## config.mk

```make
export PLATFORM = sky130hd
export DESIGN_NAME = counter_match_sequencer
export DESIGN_NICKNAME = d
export VERILOG_FILES = /design/src/rtl/counter_match_sequencer.sv
export SDC_FILE = /design/constraint.sdc
export NUM_CORES = 1
export LEC_CHECK = 0
export ABC_AREA = 1
export CAP_MARGIN = 20
export CELL_PAD_IN_SITES_DETAIL_PLACEMENT = 1
export CELL_PAD_IN_SITES_GLOBAL_PLACEMENT = 2
export CORE_AREA = 8 8 105 107
export CTS_BUF_LIST = sky130_fd_sc_hd__clkbuf_16
export DETAILED_ROUTE_END_ITERATION = 8
export DIE_AREA = 0 0 113 115
export PLACE_DENSITY_LB_ADDON = 0.12
export SLEW_MARGIN = 20
export SYNTH_ARGS = -nofsm -noshare
export SYNTH_HDL_FRONTEND = slang
export SYNTH_SLANG_ARGS = --single-unit
```

## constraint.sdc

```tcl
create_clock -name clk -period 8.6 [get_ports clk]
set_clock_uncertainty 0.2 [all_clocks]
set_input_delay 1.29 -clock clk [delete_from_list [all_inputs] [get_ports clk]]
set_output_delay 1.29 -clock clk [all_outputs]
set_load 0.01 [all_outputs]
```

## src/rtl/counter_match_sequencer.sv

```systemverilog
// Two-player move sequencer around a shared up/down counter and its win/lose match tracker.
// Optional macro FIXED_PRIO_EN: player 0 always wins simultaneous requests (no round-robin pointer).
module counter_match_sequencer #(
  parameter int N         = 4,
  parameter int MAX_MOVES = 64,
  parameter int SCORE_W   = 8
) (
  input  logic               clk,
  input  logic               rst,
  input  logic               start,
  input  logic [N-1:0]       seed,
  input  logic [1:0]         req,
  input  logic [3:0]         req_mode,
  output logic [1:0]         gnt,
  output logic               cnt_init,
  output logic [N-1:0]       cnt_val,
  output logic [1:0]         cnt_ctrl,
  input  logic [N-1:0]       cnt_count,
  input  logic               winner,
  input  logic               loser,
  input  logic               gameover,
  input  logic [1:0]         who,
  output logic               busy,
  output logic               match_done,
  output logic [1:0]         champ,
  output logic [SCORE_W-1:0] score0,
  output logic [SCORE_W-1:0] score1
);

  localparam int                 MCW        = 1 + $clog2(MAX_MOVES);
  localparam logic [MCW-1:0]     MOVE_LIMIT = MCW'(MAX_MOVES);
  localparam logic [SCORE_W-1:0] SCORE_MAX  = '1;

  typedef enum logic [2:0] {
    S_IDLE,
    S_LOAD,
    S_ARB,
    S_STEP,
    S_WAIT,
    S_DONE
  } state_t;

  state_t state, state_nxt;

  logic [MCW-1:0]     move_cnt;
  logic [1:0]         mode_q;
  logic               player_q;
  logic               wait_ph;
  logic               win_seen, lose_seen, go_seen;
  logic [1:0]         who_q;

  logic               sel, grant, wait_last, end_go, end_limit, match_start;
  logic               win_any, lose_any, go_any;
  logic [1:0]         who_eff, champ_go, champ_lim;
  logic [SCORE_W-1:0] score_sel, score_adj, score0_nxt, score1_nxt;

  // Arbitration: sel names the player granted when req != 0.
`ifdef FIXED_PRIO_EN
  assign sel = ~req[0];
`else
  logic ptr;

  assign sel = (req == 2'b11) ? ptr : req[1];

  always_ff @(posedge clk) begin
    if (rst)        ptr <= 1'b0;
    else if (grant) ptr <= ~sel;
  end
`endif

  assign match_start = (state == S_IDLE) && start;

  // Event flags fold the live inputs into what was already seen earlier in the window.
  assign win_any  = win_seen | winner;
  assign lose_any = lose_seen | loser;
  assign go_any   = go_seen | gameover;
  assign who_eff  = go_seen ? who_q : who;

  // NOTE: every signal driven here gets a default first so no latch is inferred.
  always_comb begin
    state_nxt  = state;
    gnt        = 2'b00;
    cnt_init   = 1'b1;
    cnt_val    = cnt_count;
    cnt_ctrl   = 2'b00;
    grant      = 1'b0;
    wait_last  = 1'b0;
    end_go     = 1'b0;
    end_limit  = 1'b0;

    case (state)
      S_IDLE: if (start) state_nxt = S_LOAD;
      S_LOAD: begin
        cnt_val   = seed;
        state_nxt = S_ARB;
      end
      S_ARB: begin
        if (gameover) begin
          end_go    = 1'b1;
          state_nxt = S_DONE;
        end else if (req != 2'b00) begin
          grant     = 1'b1;
          gnt       = sel ? 2'b10 : 2'b01;
          state_nxt = S_STEP;
        end
      end
      S_STEP: begin
        cnt_init  = 1'b0;
        cnt_ctrl  = mode_q;
        state_nxt = S_WAIT;
      end
      S_WAIT: begin
        if (wait_ph) begin
          wait_last = 1'b1;
          if (go_any) begin
            end_go    = 1'b1;
            state_nxt = S_DONE;
          end else if (move_cnt == MOVE_LIMIT) begin
            end_limit = 1'b1;
            state_nxt = S_DONE;
          end else begin
            state_nxt = S_ARB;
          end
        end
      end
      S_DONE:  state_nxt = S_IDLE;
      default: state_nxt = S_IDLE;
    endcase
  end

  // One credit per move, applied as the WAIT window closes; winner beats loser.
  always_comb begin
    score_sel = player_q ? score1 : score0;
    score_adj = score_sel;
    if (win_any) begin
      if (score_sel != SCORE_MAX) score_adj = score_sel + 1'b1;
    end else if (lose_any) begin
      if (score_sel != '0) score_adj = score_sel - 1'b1;
    end

    score0_nxt = score0;
    score1_nxt = score1;
    if (match_start) begin
      score0_nxt = '0;
      score1_nxt = '0;
    end else if (wait_last) begin
      if (player_q) score1_nxt = score_adj;
      else          score0_nxt = score_adj;
    end
  end

  always_comb begin
    case (who_eff)
      2'b01:   champ_go = player_q ? 2'b10 : 2'b01;
      2'b10:   champ_go = player_q ? 2'b01 : 2'b10;
      default: champ_go = 2'b11;
    endcase

    if (score0_nxt > score1_nxt)      champ_lim = 2'b01;
    else if (score1_nxt > score0_nxt) champ_lim = 2'b10;
    else                              champ_lim = 2'b11;
  end

  // NOTE: state registers use non-blocking assignments so every flop samples pre-edge values.
  always_ff @(posedge clk) begin
    if (rst) begin
      state     <= S_IDLE;
      move_cnt  <= '0;
      mode_q    <= 2'b00;
      player_q  <= 1'b0;
      wait_ph   <= 1'b0;
      win_seen  <= 1'b0;
      lose_seen <= 1'b0;
      go_seen   <= 1'b0;
      who_q     <= 2'b00;
      champ     <= 2'b00;
      score0    <= '0;
      score1    <= '0;
    end else begin
      state  <= state_nxt;
      score0 <= score0_nxt;
      score1 <= score1_nxt;

      if (match_start) begin
        move_cnt  <= '0;
        champ     <= 2'b00;
        win_seen  <= 1'b0;
        lose_seen <= 1'b0;
        go_seen   <= 1'b0;
      end

      if (grant) begin
        mode_q   <= sel ? req_mode[3:2] : req_mode[1:0];
        player_q <= sel;
      end

      if (state == S_STEP) begin
        if (move_cnt != MOVE_LIMIT) move_cnt <= move_cnt + 1'b1;
        wait_ph   <= 1'b0;
        win_seen  <= 1'b0;
        lose_seen <= 1'b0;
        go_seen   <= 1'b0;
      end

      if (state == S_WAIT) begin
        wait_ph   <= 1'b1;
        win_seen  <= win_any;
        lose_seen <= lose_any;
        go_seen   <= go_any;
        who_q     <= who_eff;
      end

      if (end_go)         champ <= champ_go;
      else if (end_limit) champ <= champ_lim;
    end
  end

  assign busy       = (state != S_IDLE);
  assign match_done = (state == S_DONE);

endmodule

```

==> impl_metrics.json, run 1 <==
{
  "status": "finished, final reports clean",
  "cts_tree": "done",
  "ys.flop_type": "dfxtp_1",
  "ir_drop_uv": 89.2,
  "die_w_um": 113,
  "drive_gt1_share_pct": 9.43,
  "layout_common_cells": "nand2_1 (102), inv_1 (63), clkdlybuf4s50_1 (50), nor2_1 (45), dfxtp_1 (38)",
  "fin_tns_setup_ns": 0,
  "final_common_cell": "nand2_1",
  "cp-start-kind": "input port",
  "clock-sinks": 38,
  "cts_root_buf": "clkbuf_16",
  "slew_violations": 0,
  "crit_required_ns": 7.11,
  "hp-class": "flip-flop to flip-flop",
  "critPathMaxFanout": 3,
  "grt_pass1_vias": 3170,
  "ios": 51,
  "htreeDepth": 2,
  "synth-edff-count": 0,
  "clk_pin_slew_ns": 0.06,
  "row_count": 36,
  "postCtsSetupBuffers": 0,
  "dr.pass1.iters": 4,
  "cts_buffer_depth": 2,
  "timing_worst_slew_pin_value_ns": 0.867,
  "timing.final.crit_share_pct": 51.7,
  "die_y_um": 115,
  "num_antenna_cells": 0,
  "syn_area_um2": 2730,
  "worst-setup-path-type": "input port to output pin",
  "cts_buffers": 5,
  "drc": 0,
  "p_leak_nw": 1.53,
  "yosysSeqAreaShare_pct": 27.9,
  "synth_cell_types": 35,
  "die_area_um2": 13000,
  "ant_nets": 0,
  "wl_um": 9130,
  "cap_violations": 0,
  "num_vias": 2877,
  "cts_resized": 0,
  "antenna_found_initial": 0,
  "drt_iter0_drc": 91,
  "layout.nets": 513,
  "routedWlPerCell_um": 15.5,
  "ys_async_sr_fraction_pct": 0,
  "fmax_mhz": 225,
  "gr-total-overflow": 0,
  "postCtsHoldBufs": 0,
  "routed_via_density": 4.87,
  "n_fill_cell": 1210,
  "clock_latency_ns": 0.28,
  "globalplace.congestion": 0.733,
  "synth_cells": 425,
  "placed_area_um2": 3340,
  "grt_usage_pct": 14.9,
  "rsz0062_at_grt": "no",
  "layout_min_cycle_time_ns": 4.45,
  "grt_first_pass_wirelength_um": 15500,
  "dp_hpwl_um": 7300,
  "core_um2": 9460,
  "cp.arrival_ns": 2.96,
  "slew_headroom_pct": 42.0,
  "hold_viol": 0,
  "synth-seq-cells": 38,
  "portBuffers": 50,
  "cp-end-kind": "output pin",
  "syn_nets": 462,
  "p_per_area_nw_per_um2": 175,
  "setup_viol": 0,
  "post-route-cell-area_um2": 3540,
  "start_util_pct": 28.8,
  "grt_max_degree": 33,
  "avgSynthCellArea_um2": 6.41,
  "ys.warnings.count": 0,
  "area_growth_pct": 29.7
}
synthesized netlist by cell type (5+ instances only):
cell type,n,area (µm²)
nand2_1,102,383
inv_1,63,236
nor2_1,45,169
dfxtp_1,38,761
a21oi_1,36,180
nand3_1,23,115
o21ai_0,17,85.1
ha_1,15,188
nand2_2,9,56.3
o21ai_1,9,45.0
clkbuf_1,6,22.5
nor3_1,6,30.0
o21ai_2,6,52.6
xor2_1,5,43.8
stage by stage:
step	instances	worst slack [ns]	total power, mW	util [%]	hold slack (ns)
after global placement	583	4.17	0.375	35.3	0.254
after CTS	591	4.13	0.629	37.4	0.271
final	591	4.15	0.619	37.4	0.268
after detailed placement	583	4.14	0.379	35.3	0.260
after floorplan	425	5.22	0.306	-	0.239
after global routing	591	3.99	0.657	37.4	0.288
report_power, final:
| group | internal [mW] | switching, mW | leakage (nW) |
|---|---|---|---|
| clock | 0.167 | 0.0800 | 0.0940 |
| combinational | 0.0695 | 0.105 | 1.13 |
| sequential | 0.188 | 0.00962 | 0.307 |
sequential cells by signal (all words and copies together), names as in the netlist, 2 cells and up:
signal    count
champ         2
mode_q        2
move_cnt      7
score0        8
score1        8
state         3
who_q         2
layout make-up:
class / count / area (µm²) / share of cell area, %
clock buffer: 5 / 125 / 3.54
timing repair buffer: 52 / 515 / 14.6
multi-input combinational: 311 / 1670 / 47.2
clock inverter: 3 / 68.8 / 1.95
inverter: 68 / 255 / 7.22
sequential: 38 / 761 / 21.5
tap: 114 / 143 / 4.03
worst max-delay path: stages:
cell	delay, ns
clkdlybuf4s50_1	0.50
inv_1	0.05
o21ai_0	0.26
inv_1	0.09
nor2_1	0.19
clkdlybuf4s50_1	0.57
kinds of logic (layout without fill, tap and decap cells):
group                    Yosys count  in the layout  synth area share (%)
buffers and inverters             76            128                  10.9
multiplexers                       4              4                  1.65
adder cells (fa/ha/maj)           15             15                  6.88
flip-flops                        38             38                  27.9
AO/OA/AOI/OAI                     87             87                  19.2
AND/OR/NAND/NOR                  200            200                  31.8
XOR/XNOR                           5              5                  1.61
path summary, 6_finish.rpt:
path / startpoint / slack (ns) / end / cells past startpoint
worst max-delay path: req[0] / 4.15 / gnt[0] / 6
worst min-delay path: lose_seen / 0.27 / lose_seen / 2
worst max register to register: state[0] / 4.61 / champ[0] / 16
worst min register to register: lose_seen / 0.27 / lose_seen / 2
routing by layer:
| metal | share of wire (%) | track usage, % | routed length, µm |
|---|---|---|---|
| met3 | 4.6 | 3.94 | 423 |
| met4 | 0.81 | 2.93 | 74 |
| met1 | 43 | 16.7 | 3970 |
| met5 | 0 | 0 | 0 |
| met2 | 51 | 27.7 | 4660 |
Power figures use the tool's default switching activity.
==> run 2: changes to the inputs <==
--- a/config.mk
+++ b/config.mk
@@ -9,10 +9,10 @@
 export CAP_MARGIN = 20
 export CELL_PAD_IN_SITES_DETAIL_PLACEMENT = 1
 export CELL_PAD_IN_SITES_GLOBAL_PLACEMENT = 2
-export CORE_AREA = 8 8 105 107
+export CORE_AREA = 8 8 114 116
 export CTS_BUF_LIST = sky130_fd_sc_hd__clkbuf_16
 export DETAILED_ROUTE_END_ITERATION = 8
-export DIE_AREA = 0 0 113 115
+export DIE_AREA = 0 0 122 124
 export PLACE_DENSITY_LB_ADDON = 0.12
 export SLEW_MARGIN = 20
 export SYNTH_ARGS = -nofsm -noshare
==> constraint.sdc (replaced) <==
create_clock -name clk -period 3.75 [get_ports clk]
set_clock_uncertainty 0.2 [all_clocks]
set_input_delay 0.5625 -clock clk [delete_from_list [all_inputs] [get_ports clk]]
set_output_delay 0.5625 -clock clk [all_outputs]
set_load 0.01 [all_outputs]
==> impl_metrics.json, run 2 (same netlist as run 1, synthesis figures left out) <==
{
  "cts_resized": 0,
  "slew_headroom_pct": 65.7,
  "r2r_end": "champ[0]",
  "gr-total-overflow": 0,
  "layout_min_cycle_time_ns": 3.24,
  "dp_hpwl_um": 7610,
  "whs_path_depth": 2,
  "core_um2": 11200,
  "postCtsSetupBuffers": 0,
  "final_common_cell": "nand2_1",
  "status": "finished, final reports clean",
  "clock-sinks": 38,
  "p_seq_share_pct": 34.8,
  "die_w_um": 122,
  "fin_ws_ns": 0.509,
  "r2r-start": "player_q",
  "critPathMaxStageDelay_ns": 0.53,
  "critical_path_buf_inv_count": 3,
  "die_y_um": 124,
  "layout_common_cells": "nand2_1 (102), inv_1 (63), clkdlybuf4s50_1 (50), nor2_1 (45), dfxtp_1 (38)",
  "postCtsHoldBufs": 0,
  "place_ws_ns": 0.330,
  "p_sw_uw": 452,
  "drt_iter0_drc": 82,
  "wl_um": 9240,
  "grt_usage_pct": 12.9,
  "p_per_area_nw_per_um2": 363,
  "stdcell_count": 629,
  "timing_worst_slew_pin_value_ns": 0.513,
  "setup_viol": 0,
  "hold_start": "win_seen",
  "cts_buffer_depth": 2,
  "area_growth_pct": 31.8,
  "cp.arrival_ns": 3.26,
  "drc": 0,
  "cts_buffers": 5,
  "routedWlPerCell_um": 14.7,
  "top_regs": "score0 (8), score1 (8), move_cnt (7)",
  "dp.cells": 621,
  "ant_nets": 0,
  "cp_slowest_cell": "dfxtp_1",
  "ir_drop_uv": 202,
  "clk_pin_slew_ns": 0.07,
  "worst-setup-path-type": "flip-flop to flip-flop",
  "wl_met3_um": 292,
  "clkPwrFrac_pct": 32.9,
  "row_count": 39,
  "ios": 51,
  "clock_latency_ns": 0.28,
  "cts_tree": "done",
  "htreeDepth": 2,
  "wl_met1_um": 4340,
  "hold_end": "win_seen",
  "r2r_slack_ns": 0.51,
  "cp-start-kind": "flip-flop",
  "worstPathCellList": "inv_1 > nand2_1 > nand2_2 > inv_1 > ha_1 > nand2_2 > nor2_4 > nand2_2 > o21ai_1 > nand2_1 > nand2_1 > nand2_1 > nand3_1 > inv_1 > ha_1 > a21oi_1 > o21ai_0 > nand2_1 > o211ai_1 > o41ai_1 > nand2_1 > a21oi_1",
  "antenna_found_initial": 0,
  "slew_violations": 0,
  "dr.pass1.iters": 4,
  "final_core_util_pct": 32.2,
  "internal_power_uw": 853,
  "portBuffers": 50,
  "rsz0062_at_grt": "no",
  "hp-class": "flip-flop to flip-flop",
  "grt_pass1_vias": 3111,
  "die_area_um2": 15100,
  "timing.final.crit_share_pct": 86.4,
  "top_layer_used": "met4",
  "drive_gt1_share_pct": 11.1,
  "grt_max_degree": 22,
  "grt_first_pass_wirelength_um": 15600,
  "num_vias": 2876,
  "cap_violations": 0,
  "fin_worst_hold_slack_ns": 0.264,
  "reg2regPathDepth": 22,
  "fin_tns_setup_ns": 0,
  "p_comb_share_pct": 32.3,
  "met2_length_um": 4460,
  "start_util_pct": 24.4,
  "p_leak_nw": 1.55,
  "swShare_pct": 34.6,
  "cts_root_buf": "clkbuf_16",
  "routed_via_density": 4.57,
  "fmax_mhz": 309,
  "crit_required_ns": 3.77,
  "num_antenna_cells": 0,
  "cp-end-kind": "flip-flop",
  "critPathMaxFanout": 8,
  "layout.nets": 522,
  "worst_path_most_repeated_cell": "nand2_1",
  "globalplace.congestion": 0.760,
  "hold_viol": 0,
  "crit_family": "simple AND/OR/NAND/NOR gates"
}
==> run 2: cell types whose count changed in the layout (fill, tap and decap cells not counted), sizes merged <==
cell / change
clkinv: +1
bufinv: -2
buf: +9
clkinvlp: +1
==> run 2: layout make-up <==
type,instances,area [µm²]
clock buffer,5,125
multi-input combinational,311,1670
clock inverter,3,21.3
inverter,68,255
fill,1414,7580
tap,143,179
timing repair buffer,61,583
sequential,38,761
==> run 2: worst max-delay path by stage <==
stage | cells after the start | endpoint | slack [ns] | start
final | 22 | champ[0] | 0.51 | player_q
after global routing | 22 | champ[0] | 0.09 | player_q
after CTS | 22 | champ[0] | 0.45 | player_q
after detailed placement | 19 | champ[0] | 0.33 | loser
after global placement | 16 | champ[0] | 0.35 | loser
after floorplan | 21 | champ[0] | 0.98 | player_q
==> run 2: routing by layer <==
metal  track usage, %  up-vias
met3             2.36       11
met1             15.1     1330
met4             3.78        0
met5                0        -
met2             23.5       49
li1                 -     1486
==> run 2: worst register-to-register path, stage by stage, from the launching register on <==
cell and delay, ns:
dfxtp_1 0.53, inv_1 0.14, nand2_1 0.09, nand2_2 0.09
inv_1 0.07, ha_1 0.17, nand2_2 0.09, nor2_4 0.13
nand2_2 0.12, o21ai_1 0.14, nand2_1 0.06, nand2_1 0.09
nand2_1 0.05, nand3_1 0.09, inv_1 0.05, ha_1 0.29
a21oi_1 0.20, o21ai_0 0.11, nand2_1 0.06, o211ai_1 0.10
o41ai_1 0.08, nand2_1 0.10, a21oi_1 0.13
==> run 2: through the flow <==
step / area, µm² / total power, mW
3_5_place_dp: 3450 / 0.893
5_1_grt: 3590 / 1.39
3_3_place_gp: 3450 / 0.892
6_report: 3590 / 1.30
2_1_floorplan: 2730 / 0.702
4_1_cts: 3590 / 1.33
==> run 2: power groups by stage <==
stage / sequential [mW] / clock, mW / combinational (mW)
2_1_floorplan: 0.458 / 0 / 0.244
3_3_place_gp: 0.462 / 0 / 0.430
3_5_place_dp: 0.463 / 0 / 0.430
4_1_cts: 0.454 / 0.442 / 0.433
5_1_grt: 0.457 / 0.458 / 0.476
6_report: 0.454 / 0.429 / 0.421
==> run 3: changes to the inputs <==
--- a/config.mk
+++ b/config.mk
@@ -5,15 +5,15 @@
 export SDC_FILE = /design/constraint.sdc
 export NUM_CORES = 1
 export LEC_CHECK = 0
-export ABC_AREA = 1
 export CAP_MARGIN = 20
 export CELL_PAD_IN_SITES_DETAIL_PLACEMENT = 1
 export CELL_PAD_IN_SITES_GLOBAL_PLACEMENT = 2
-export CORE_AREA = 8 8 114 116
+export CORE_AREA = 8 8 111 113
 export CTS_BUF_LIST = sky130_fd_sc_hd__clkbuf_16
 export DETAILED_ROUTE_END_ITERATION = 8
-export DIE_AREA = 0 0 122 124
+export DIE_AREA = 0 0 119 121
 export PLACE_DENSITY_LB_ADDON = 0.12
+export RECOVER_POWER = 100
 export SLEW_MARGIN = 20
 export SYNTH_ARGS = -nofsm -noshare
 export SYNTH_HDL_FRONTEND = slang
==> impl_metrics.json, run 3 <==
{
  "die_area_um2": 14400,
  "routed_via_density": 5.17,
  "fmax_mhz": 284,
  "r2r-start": "player_q",
  "cp-start-kind": "flip-flop",
  "grt_first_pass_wirelength_um": 16600,
  "cp-end-kind": "flip-flop",
  "p_leak_nw": 1.51,
  "muxShareOfSynthArea_pct": 8.72,
  "synth-edff-count": 0,
  "wl_met3_um": 402,
  "clkPwrFrac_pct": 41.3,
  "grt_usage_pct": 14.2,
  "dr.pass1.iters": 4,
  "synth_cells": 359,
  "ys_async_sr_fraction_pct": 0,
  "drt_iter0_drc": 98,
  "grt_max_degree": 24,
  "dp.cells": 561,
  "slew_headroom_pct": 54.3,
  "stdcell_count": 570,
  "die_w_um": 119,
  "clock_latency_ns": 0.29,
  "drc": 0,
  "synth-compound-area-share_pct": 23.4,
  "r2r_slack_ns": 0.23,
  "p_sw_uw": 289,
  "syn_nets": 396,
  "timing_worst_slew_pin_value_ns": 0.686,
  "top_regs": "score0 (8), score1 (8), move_cnt (7)",
  "swShare_pct": 28.2,
  "routedWlPerCell_um": 17.9,
  "num_antenna_cells": 0,
  "critPathMaxFanout": 23,
  "crit_required_ns": 3.76,
  "ios": 51,
  "final_core_util_pct": 37.0,
  "ant_nets": 0,
  "synth_cell_types": 68,
  "r2r_end": "champ[1]",
  "slew_violations": 0,
  "final_common_cell": "nor2_1",
  "whs_path_depth": 2,
  "wl_met1_um": 4750,
  "worst-setup-path-type": "flip-flop to flip-flop",
  "ir_drop_uv": 154,
  "clk_pin_slew_ns": 0.06,
  "top_layer_used": "met4",
  "synth-xor-area-share_pct": 2.72,
  "clock-sinks": 38,
  "portBuffers": 50,
  "die_y_um": 121,
  "setup_viol": 0,
  "layout_min_cycle_time_ns": 3.52,
  "reg2regPathDepth": 15,
  "status": "finished, final reports clean",
  "fin_worst_hold_slack_ns": 0.296,
  "area_growth_pct": 35.5,
  "synth-seq-cells": 38,
  "num_vias": 2945,
  "grt_pass1_vias": 3218,
  "cts_root_buf": "clkbuf_16",
  "met2_length_um": 4980,
  "yosys.area_share.simple_pct": 27.7,
  "cp.arrival_ns": 3.53,
  "row_count": 38,
  "antenna_found_initial": 0,
  "gr-total-overflow": 0,
  "core_um2": 10600,
  "fin_tns_setup_ns": 0,
  "synthAdderAreaFrac_pct": 6.48,
  "cts_buffers": 5,
  "p_seq_share_pct": 41.0,
  "synth_area_leader_cell": "dfxtp_1",
  "hp-class": "flip-flop to flip-flop",
  "hold_end": "mode_q[0]",
  "ys_top_cells_by_area": "dfxtp_1 (26%), nor2_1 (7.3%), ha_1 (6.5%), nor3_1 (3.8%), mux2_2 (3.5%)",
  "layout_common_cells": "nor2_1 (57), dfxtp_1 (37), dlygate4sd3_1 (28), clkdlybuf4s50_1 (22), buf_4 (22)",
  "cts_tree": "done",
  "avgSynthCellArea_um2": 8.07,
  "globalplace.congestion": 0.762,
  "synthTopCellsByCount": "nor2_1 (56), dfxtp_1 (38), nor3_1 (22), a21oi_1 (16)",
  "drive_gt1_share_pct": 16.0,
  "synth_most_common_cell": "nor2_1",
  "internal_power_uw": 735,
  "wl_um": 10200,
  "hold_viol": 0,
  "rsz0062_at_grt": "no",
  "syn_area_um2": 2900,
  "cts_buffer_depth": 2,
  "start_util_pct": 27.3,
  "hold_start": "mode_q[0]",
  "yosysSeqAreaShare_pct": 26.3,
  "htreeDepth": 2,
  "ys.warnings.count": 0,
  "cap_violations": 0,
  "p_comb_share_pct": 17.7,
  "ys.flop_type": "dfxtp_1",
  "dp_hpwl_um": 8080,
  "layout.nets": 466,
  "timing.final.crit_share_pct": 93.8,
  "p_per_area_nw_per_um2": 261,
  "synth_top_family_by_area": "simple AND/OR/NAND/NOR gates",
  "synth_top_cell_area_share_pct": 26.3
}
run 3: cell count changes after synthesis, moves of 7 or more:
cell      before  now
nand2_1      102   15
inv_1         63   14
a21oi_1       36   16
nor3_1         6   22
nand3_1       23    8
nor2_1        45   56
mux2i_1        0   10
nand2_2        9    0
a211oi_1       3   11
a22oi_1        0    7
run 3: area by class of cell:
cell class | count | area (µm²)
Fill cell | 1262 | 6680
Multi-Input combinational cell | 291 | 2070
Sequential cell | 38 | 762
Timing Repair Buffer | 79 | 728
Tap cell | 140 | 175
Clock buffer | 5 | 125
Inverter | 14 | 52.6
Clock inverter | 3 | 16.3
run 3: layer usage:
metal	GRT usage (%)	vias to the layer above
met2	25.7	50
met1	16.6	1412
met4	3.32	0
met5	0	-
li1	-	1475
met3	3.44	8
run 3: kinds of logic (layout without fill, tap and decap cells):
| logic type | after synthesis | in the layout |
|---|---|---|
| and+or+nand+nor | 150 | 150 |
| AOI/OAI and AO/OA | 95 | 95 |
| DFF | 38 | 38 |
| buffers and inverters | 30 | 101 |
| muxes | 22 | 22 |
| adders and majority gates | 15 | 15 |
| xor gates and xnor gates | 9 | 9 |
run 3: what timing repair did:
action                                  4_1_cts  5_1_grt
pin swaps                                     0        4
resized for setup                             1       14
endpoints found under the setup margin        2        2
buffers inserted                              0        1
hold buffers                                  0        0
run 3: through the flow:
stage	area, µm²	power, mW	worst slack [ns]
floorplan	2900	0.530	0.256
global placement	3720	0.619	0.0136
detailed placement	3720	0.620	0.00642
CTS	3870	1.05	0.0123
global route	3930	1.08	0.00349
finish	3930	1.02	0.231
run 3: worst max path at each step:
stage	start	endpoint	slack, ns	depth (start not counted)
after detailed placement	player_q	champ[1]	0.006	14
after global routing	player_q	champ[1]	0.003	15
after global placement	player_q	champ[1]	0.01	14
final	player_q	champ[1]	0.23	15
after floorplan	player_q	champ[1]	0.26	16
after CTS	player_q	champ[1]	0.01	14
run 3: power groups by stage:
stage	logic, mW	registers [mW]	clock network [mW]
floorplan	0.106	0.424	0
global placement	0.190	0.429	0
detailed placement	0.190	0.430	0
CTS	0.191	0.421	0.440
global route	0.200	0.422	0.454
finish	0.181	0.420	0.423
run 3: critical path, cell delays in order (launching register included):
cell and delay (ns):
dfxtp_2 0.33, buf_12 0.15, buf_12 0.16, nor4b_4 0.14
o211ai_1 0.42, nor3_2 0.10, clkbuf_4 0.15, o31ai_2 0.36
nand2_1 0.09, o21a_1 0.19, ha_1 0.33, nand4_1 0.17
a21oi_2 0.16, a211oi_2 0.06, or2_2 0.27, a31oi_1 0.15
